[src/rtl/chrom_eval_engine.sv]
// chrom_eval_engine: drives stimulus into a phenotype, compares outputs, accumulates saturating per-bit errors and streams a trace.
// Optional EARLY_ABORT_EN: stop at the end of the first hold window that saw an error.
module chrom_eval_engine #(
  parameter int IN_WIDTH      = 8,
  parameter int OUT_WIDTH     = 8,
  parameter int MAX_SAMPLES   = 64,
  parameter int CNT_WIDTH     = 16,
  parameter int IGNORE_CYCLES = 4,
  parameter int ZERO_CYCLES   = 2,
  parameter int NUM_RETRIES   = 3,
  parameter int TRACE_AW      = 15
) (
  input  logic                             iClock,
  input  logic                             iReset,
  input  logic                             iStart,
  input  logic                             iAck,
  input  logic                             iAbort,
  input  logic [15:0]                      iHoldCycles,
  input  logic [7:0]                       iNumSamples,
  input  logic [MAX_SAMPLES*IN_WIDTH-1:0]  iInputSeq,
  input  logic [MAX_SAMPLES*OUT_WIDTH-1:0] iExpected,
  input  logic [MAX_SAMPLES*OUT_WIDTH-1:0] iValidMask,
  input  logic [OUT_WIDTH-1:0]             iChromOut,
  output logic [IN_WIDTH-1:0]              oChromIn,
  output logic                             oChromZero,
  output logic                             oReady,
  output logic                             oDone,
  output logic                             oPass,
  output logic                             oAborted,
  output logic [OUT_WIDTH*CNT_WIDTH-1:0]   oErrorSums,
  output logic [CNT_WIDTH+7:0]             oTotalErrors,
  output logic [2:0]                       oState,
  output logic                             oTraceWe,
  output logic [TRACE_AW-1:0]              oTraceAddr,
  output logic [IN_WIDTH+8+2*OUT_WIDTH-1:0] oTraceData
);
  typedef enum logic [2:0] {IDLE = 3'd0, ZERO = 3'd1, APPLY = 3'd2, CHECK = 3'd3, DONE = 3'd4} state_t;
  state_t state_q, state_d;
  logic [7:0] n_q, n_d, idx_q, idx_d, retry_q, retry_d, zcnt_q, zcnt_d;
  logic [15:0] h_q, h_d, c_q, c_d;
  logic [OUT_WIDTH-1:0] flag_q, flag_d, flag_upd, exp_cur, vld_cur;
  logic [OUT_WIDTH-1:0][CNT_WIDTH-1:0] sums_q, sums_d, sums_acc;
  logic [IN_WIDTH-1:0] chrom_q, chrom_d, vec0, vec_nxt;
  logic [TRACE_AW-1:0] taddr_q, taddr_d;
  logic pass_q, pass_d, abort_q, abort_d, last_c, early;
  logic [CNT_WIDTH+7:0] total;
  assign exp_cur  = iExpected[int'(idx_q)*OUT_WIDTH +: OUT_WIDTH];
  assign vld_cur  = iValidMask[int'(idx_q)*OUT_WIDTH +: OUT_WIDTH];
  assign vec0     = iInputSeq[IN_WIDTH-1:0];
  assign vec_nxt  = iInputSeq[int'(idx_q + 8'd1)*IN_WIDTH +: IN_WIDTH];
  assign flag_upd = flag_q | ((c_q >= 16'(IGNORE_CYCLES)) ? ((iChromOut ^ exp_cur) & vld_cur) : '0);
  assign last_c   = c_q == h_q - 16'd1;
`ifdef EARLY_ABORT_EN
  assign early = |flag_upd;
`else
  assign early = 1'b0;
`endif
  always_comb begin
    total = '0;
    for (int b = 0; b < OUT_WIDTH; b++) begin
      sums_acc[b] = (flag_upd[b] && sums_q[b] != '1) ? sums_q[b] + CNT_WIDTH'(1) : sums_q[b];
      total = total + (CNT_WIDTH+8)'(sums_q[b]);
    end
  end
  always_comb begin
    state_d = state_q;
    n_d     = n_q;
    h_d     = h_q;
    c_d     = c_q;
    idx_d   = idx_q;
    retry_d = retry_q;
    zcnt_d  = zcnt_q;
    flag_d  = flag_q;
    sums_d  = sums_q;
    chrom_d = chrom_q;
    taddr_d = taddr_q;
    pass_d  = pass_q;
    abort_d = abort_q;
    case (state_q)
      IDLE: if (iStart) begin
        n_d     = (iNumSamples == 8'd0) ? 8'd1 : (iNumSamples > 8'(MAX_SAMPLES)) ? 8'(MAX_SAMPLES) : iNumSamples;
        h_d     = (iHoldCycles < 16'(IGNORE_CYCLES + 1)) ? 16'(IGNORE_CYCLES + 1) : iHoldCycles;
        sums_d  = '0;
        retry_d = '0;
        idx_d   = '0;
        zcnt_d  = '0;
        pass_d  = 1'b0;
        abort_d = 1'b0;
        state_d = ZERO;
      end
      ZERO: begin
        zcnt_d = zcnt_q + 8'd1;
        if (zcnt_q >= 8'(ZERO_CYCLES - 1)) begin
          chrom_d = vec0;
          c_d     = '0;
          flag_d  = '0;
          taddr_d = '0;
          state_d = APPLY;
        end
      end
      APPLY: begin
        taddr_d = taddr_q + TRACE_AW'(1);
        flag_d  = flag_upd;
        c_d     = c_q + 16'd1;
        if (last_c) begin
          sums_d = sums_acc;
          c_d    = '0;
          flag_d = '0;
          if (early) state_d = DONE;
          else if (idx_q == n_q - 8'd1) state_d = CHECK;
          else begin
            idx_d   = idx_q + 8'd1;
            chrom_d = vec_nxt;
          end
        end
      end
      CHECK: begin
        if (total != '0) state_d = DONE;
        else if (retry_q < 8'(NUM_RETRIES)) begin
          retry_d = retry_q + 8'd1;
          idx_d   = '0;
          taddr_d = '0;
          chrom_d = vec0;
          c_d     = '0;
          flag_d  = '0;
          state_d = APPLY;
        end else begin
          pass_d  = 1'b1;
          state_d = DONE;
        end
      end
      DONE: if (iAck) state_d = IDLE;
      default: state_d = IDLE;
    endcase
    // abort beats everything and drops the partially accumulated window
    if (iAbort && (state_q == ZERO || state_q == APPLY || state_q == CHECK)) begin
      state_d = DONE;
      abort_d = 1'b1;
      pass_d  = 1'b0;
      sums_d  = sums_q;
    end
  end
  always_ff @(posedge iClock) begin
    if (iReset) begin
      state_q <= IDLE;
      n_q     <= '0;
      h_q     <= '0;
      c_q     <= '0;
      idx_q   <= '0;
      retry_q <= '0;
      zcnt_q  <= '0;
      flag_q  <= '0;
      sums_q  <= '0;
      chrom_q <= '0;
      taddr_q <= '0;
      pass_q  <= 1'b0;
      abort_q <= 1'b0;
    end else begin
      state_q <= state_d;
      n_q     <= n_d;
      h_q     <= h_d;
      c_q     <= c_d;
      idx_q   <= idx_d;
      retry_q <= retry_d;
      zcnt_q  <= zcnt_d;
      flag_q  <= flag_d;
      sums_q  <= sums_d;
      chrom_q <= chrom_d;
      taddr_q <= taddr_d;
      pass_q  <= pass_d;
      abort_q <= abort_d;
    end
  end
  assign oChromIn     = chrom_q;
  assign oChromZero   = state_q == ZERO;
  assign oReady       = state_q == IDLE;
  assign oDone        = state_q == DONE;
  assign oPass        = pass_q;
  assign oAborted     = abort_q;
  assign oErrorSums   = sums_q;
  assign oTotalErrors = total;
  assign oState       = state_q;
  assign oTraceWe     = state_q == APPLY;
  assign oTraceAddr   = taddr_q;
  assign oTraceData   = {chrom_q, idx_q, exp_cur, iChromOut};
endmodule

[config.mk]
export PLATFORM = sky130hd
export DESIGN_NAME = chrom_eval_engine
export DESIGN_NICKNAME = d
export VERILOG_FILES = /design/src/rtl/chrom_eval_engine.sv
export SDC_FILE = /design/constraint.sdc
export NUM_CORES = 2
export LEC_CHECK = 0
export CORE_AREA = 2 2 687 689
export CTS_BUF_LIST = sky130_fd_sc_hd__clkbuf_2
export DETAILED_ROUTE_END_ITERATION = 10
export DIE_AREA = 0 0 689 691
export DONT_BUFFER_PORTS = 1
export PLACE_DENSITY = 0.3
export REMOVE_ABC_BUFFERS = 1
export SYNTH_ARGS = -nofsm -noshare
export SYNTH_HDL_FRONTEND = slang
export SYNTH_SLANG_ARGS = --single-unit
[constraint.sdc]
create_clock -name iClock -period 10.2 [get_ports iClock]
set_input_delay 2.04 -clock iClock [delete_from_list [all_inputs] [get_ports iClock]]
set_output_delay 2.04 -clock iClock [all_outputs]
set_load 0.03 [all_outputs]
==> impl_summary.md <==
Timing
On the final layout, the worst clock skew is 0.1963 ns. The number of setup violations in the final report is 0. Setup repair after global routing left no endpoint under its margin.

The worst max-slew margin expressed relative to the limit is 0.09174. The minimum period implied by the final worst setup slack is 9.375 ns. Once routing completed, OpenROAD measured the worst setup slack at about 0.83 ns. The fmax is 106.7 MHz. The pin slew with the least headroom to its limit is 1.325 ns. The part of the cycle the worst path needs is 0.9191. The count of endpoints failing hold in the final timing report is 0.

The max-slew violation count is 0.

Clock network
The number of buffers on the longest clock path is 3. The master cell of the clock root buffer is clkbuf_2. The post-CTS setup-driven buffer insertion count is 0.

After clock tree synthesis, the flow added hold-fix buffers numbering 0. Clock latency on the worst-skew pair, taken at its later pin, is 1.32 ns. The CTS H-tree depth is 2. The post-CTS clock slew at the launch and capture registers of the worst setup and hold paths is approximately 0.15 ns. The quantity of gates resized following cts is 0. Buffers inserted during clock tree synthesis total 60. TritonCTS built the clock tree.

The sink count of the clock tree is 228.

Routing
Dividing the detail-routed via count by the number of cells gives 3.085. The starting DRC count in detailed routing is approximately 2.8k. After detailed routing, the total wire length is about 330 mm. The detailed-route via count is 28.99k. After detailed routing, the number of remaining DRC violations is 0. The antenna violation net count after detailed routing is 1. The final routed wire length divided by cell count is 34.72 µm. Before antenna repair, the detailed router went through 5 iterations.

Synth
The average instance area after synthesis is around 10 µm². After synthesis, the largest family of logic cells by area is multiplexers. In the synthesized netlist, the cells that appear most often are 390 x mux4_2, 231 x inv_1, 228 x dfxtp_1. The most used flip-flop cell after synthesis is dfxtp_1. Of the total synthesized cell area, the portion taken by XOR and XNOR cells is 0.01419.

The async set or reset register ratio after synthesis is 0. The share of the synthesized area in compound gates (AO/OA/AOI/OAI) is 0.1434. Of the total synthesized cell area, the portion taken by AND, OR, NAND and NOR gates is 0.1475. The library cell occupying the most area in the post-synthesis netlist is mux4_2. Of the total synthesized cell area, the portion taken by full adders, half adders and majority gates is 0.08327. After synthesis the netlist holds a flip-flop and latch count of 228. Of the post-synthesis cell area, the dominant cell type holds 0.3093. The number of warnings issued by yosys is 0. Counting flops with a built-in enable in the synthesized netlist gives 0. The netlist area before placement is 0.02840 mm². For this run, the register share of the synthesized area comes to 0.1607. In the post-synthesis netlist, the cell with the most instances is mux4_2. The gate count of the mapped netlist is 2,834. Of the post-synthesis cell area, the part taken by muxes is 0.3676. Yosys mapped the design onto 96 distinct sky130hd cell types. Sorting the synthesized cells by area gives the leading types as mux4_2 31%, dfxtp_1 16%, fa_1 6.7%.

Floorplanning
The initial core utilization is 0.06053. The floorplan step set the die height to 691 µm. The die width is 689 µm.

The number of rows created at floorplan is 252. The total die area is around 0.48 mm². 1,789 I/O pins were placed. After floorplanning, the core was sized to cover 0.4692 mm².

Setup path
The nature of the critical path startpoint is a flip-flop. The maximum fanout along the worst path is 6. The worst setup path is captured at a primary output. The required arrival time at the worst endpoint is 8.16 ns. Data arrives at the worst endpoint at 7.33 ns.

The critical path class is flip-flop to primary output.

Global route
In the global route stage, overall resource usage came out at 0.1308. The initial antenna violation count is 333. The global-route wire length before repair is between 300 and 400 mm.

For this run the aggregate overflow at the end of global routing stands at 0. The pin count of the biggest net entering global routing is between 100 and 150. The via count of the first global-routing pass is 27.79k.

Cells and area
Across the whole layout, storage elements account for 0.004587 mm². The ratio of cells with drive above 1 in the final layout is 0.2484. The multi-input combinational cells in the finished layout cover a total of 0.02178 mm². Measured on the finished design, the core utilization comes to 0.07966. The synthesis-to-finish area growth is 31.62%.

For this run, the post-layout net count is 4,483. The number of filler instances in the final layout is 54.89k.

Run status
The run finished, with violations left. The final reports fail on antenna violations.

Flow run
The tool flagged a number of max-cap violations equal to 0.

Place
The congestion estimate from routability-driven global placement came to 1.104. The port buffer count is 0. OpenSTA, run right after detailed placement, puts the worst setup slack at 2.173 ns. The half-perimeter wire length after placement is between 200 and 300 mm.

Power
In this run the power density over the cells is between 70 and 80 mW/mm². VDD sags by at most 71.73 µV. The standby leakage power is 10.02 nW.

Min path
The min-delay analysis places its worst path in the category flip-flop to flip-flop.
==> where the power goes <==
group | switching [mW] | internal [mW] | total, mW
clock | 0.496 | 0.258 | 0.754
sequential | 0.129 | 0.925 | 1.05
combinational | 0.642 | 0.301 | 0.943
total | 1.27 | 1.48 | 2.75
==> worst paths after layout <==
path         cells after the start  slack (ns)          endpoint           start
max reg2reg                     22        2.26    oTraceAddr[11]  oErrorSums[50]
max                             18        0.83  oTotalErrors[18]  oErrorSums[50]
min                              1        0.46        retry_q[5]      retry_q[5]
min reg2reg                      1        0.46        retry_q[5]      retry_q[5]
==> cell type report <==
| class | instances | area share |
|---|---|---|
| inverter | 233 | 0.02373 |
| antenna | 355 | 0.02377 |
| clock inverter | 14 | 0.002410 |
| sequential | 228 | 0.1227 |
| clock buffer | 88 | 0.01178 |
| timing repair buffer | 110 | 0.02450 |
| multi-input combinational | 2145 | 0.5828 |
| tap | 6223 | 0.2083 |
==> sequential cells by signal (all words and copies together) (netlist names) <==
name        flops
oErrorSums    128
c_q            16
h_q            16
oTraceAddr     15
flag_q          8
idx_q           8
n_q             8
oChromIn        8
retry_q         8
zcnt_q          8
oState          3
oAborted        1
oPass           1
==> critical path, cell delays in order, from the launching register on <==
cell       delay [ns]
dfxtp_1          0.66
inv_1            0.17
fa_1             0.68
inv_1            0.18
fa_1             0.53
fa_1             0.49
inv_1            0.05
fa_1             0.43
inv_1            0.06
ha_1             0.21
inv_1            0.09
fa_1             0.49
nor2b_1          0.18
o2111ai_1        0.29
a21oi_1          0.23
o21a_1           0.20
o31a_1           0.21
o21ai_0          0.11
nand2b_1         0.74
==> stage by stage <==
stage	instances	power [mW]	setup TNS (ns)	hold slack (ns)	instance area, µm²
floorplan	2606	1.566	-1361.59	0.4212	26920
global placement	8939	2.046	0	0.4392	35960
detailed placement	8939	2.051	0	0.4420	35960
CTS	9041	2.843	0	0.4673	36490
global route	9156	2.909	0	0.4865	36780
finish	9396	2.752	0	0.4617	37380
==> kinds of logic (layout without fill, tap and decap cells) <==
logic type	Yosys count	count (layout)
compound gates	599	599
xor+xnor	46	46
fa+ha+maj	132	132
buf+inv	465	445
flops	228	228
mux	533	533
other cells	1	360
simple gates	830	830
==> cells in the final DEF, fill, tap and decap left out, types with 20 or more instances in the layout <==
| cell type | netlist | routed |
|---|---|---|
| and3_1 | 57 | 57 |
| or3_1 | 20 | 20 |
| inv_1 | 231 | 228 |
| nand2b_1 | 29 | 27 |
| a21oi_1 | 127 | 126 |
| nor4_1 | 28 | 27 |
| a22oi_1 | 31 | 31 |
| xnor2_1 | 26 | 22 |
| nand2_1 | 179 | 177 |
| nand3_1 | 111 | 111 |
| buf_4 | 46 | 104 |
| nor3_1 | 68 | 65 |
| nor2_1 | 190 | 179 |
| a311oi_1 | 28 | 27 |
| mux4_2 | 390 | 390 |
| clkbuf_2 | 0 | 88 |
| diode_2 | 0 | 355 |
| fa_1 | 95 | 95 |
| o31ai_1 | 56 | 56 |
| and2_1 | 22 | 21 |
| or4_1 | 21 | 21 |
| dfxtp_1 | 228 | 222 |
| nand4_1 | 28 | 28 |
| mux2i_1 | 121 | 117 |
| ha_1 | 37 | 37 |
| o211ai_1 | 26 | 26 |
| o21ai_0 | 115 | 114 |
| a31oi_1 | 40 | 40 |
==> metal layers <==
metal	vias to the layer above	global-route usage	routed length [µm]
li1	11330	-	-
met3	578	0.06009	39280
met1	14640	0.1542	125900
met5	-	0	961
met2	2304	0.2114	149200
met4	142	0.03786	10930
(Power assumes the default switching activity.)
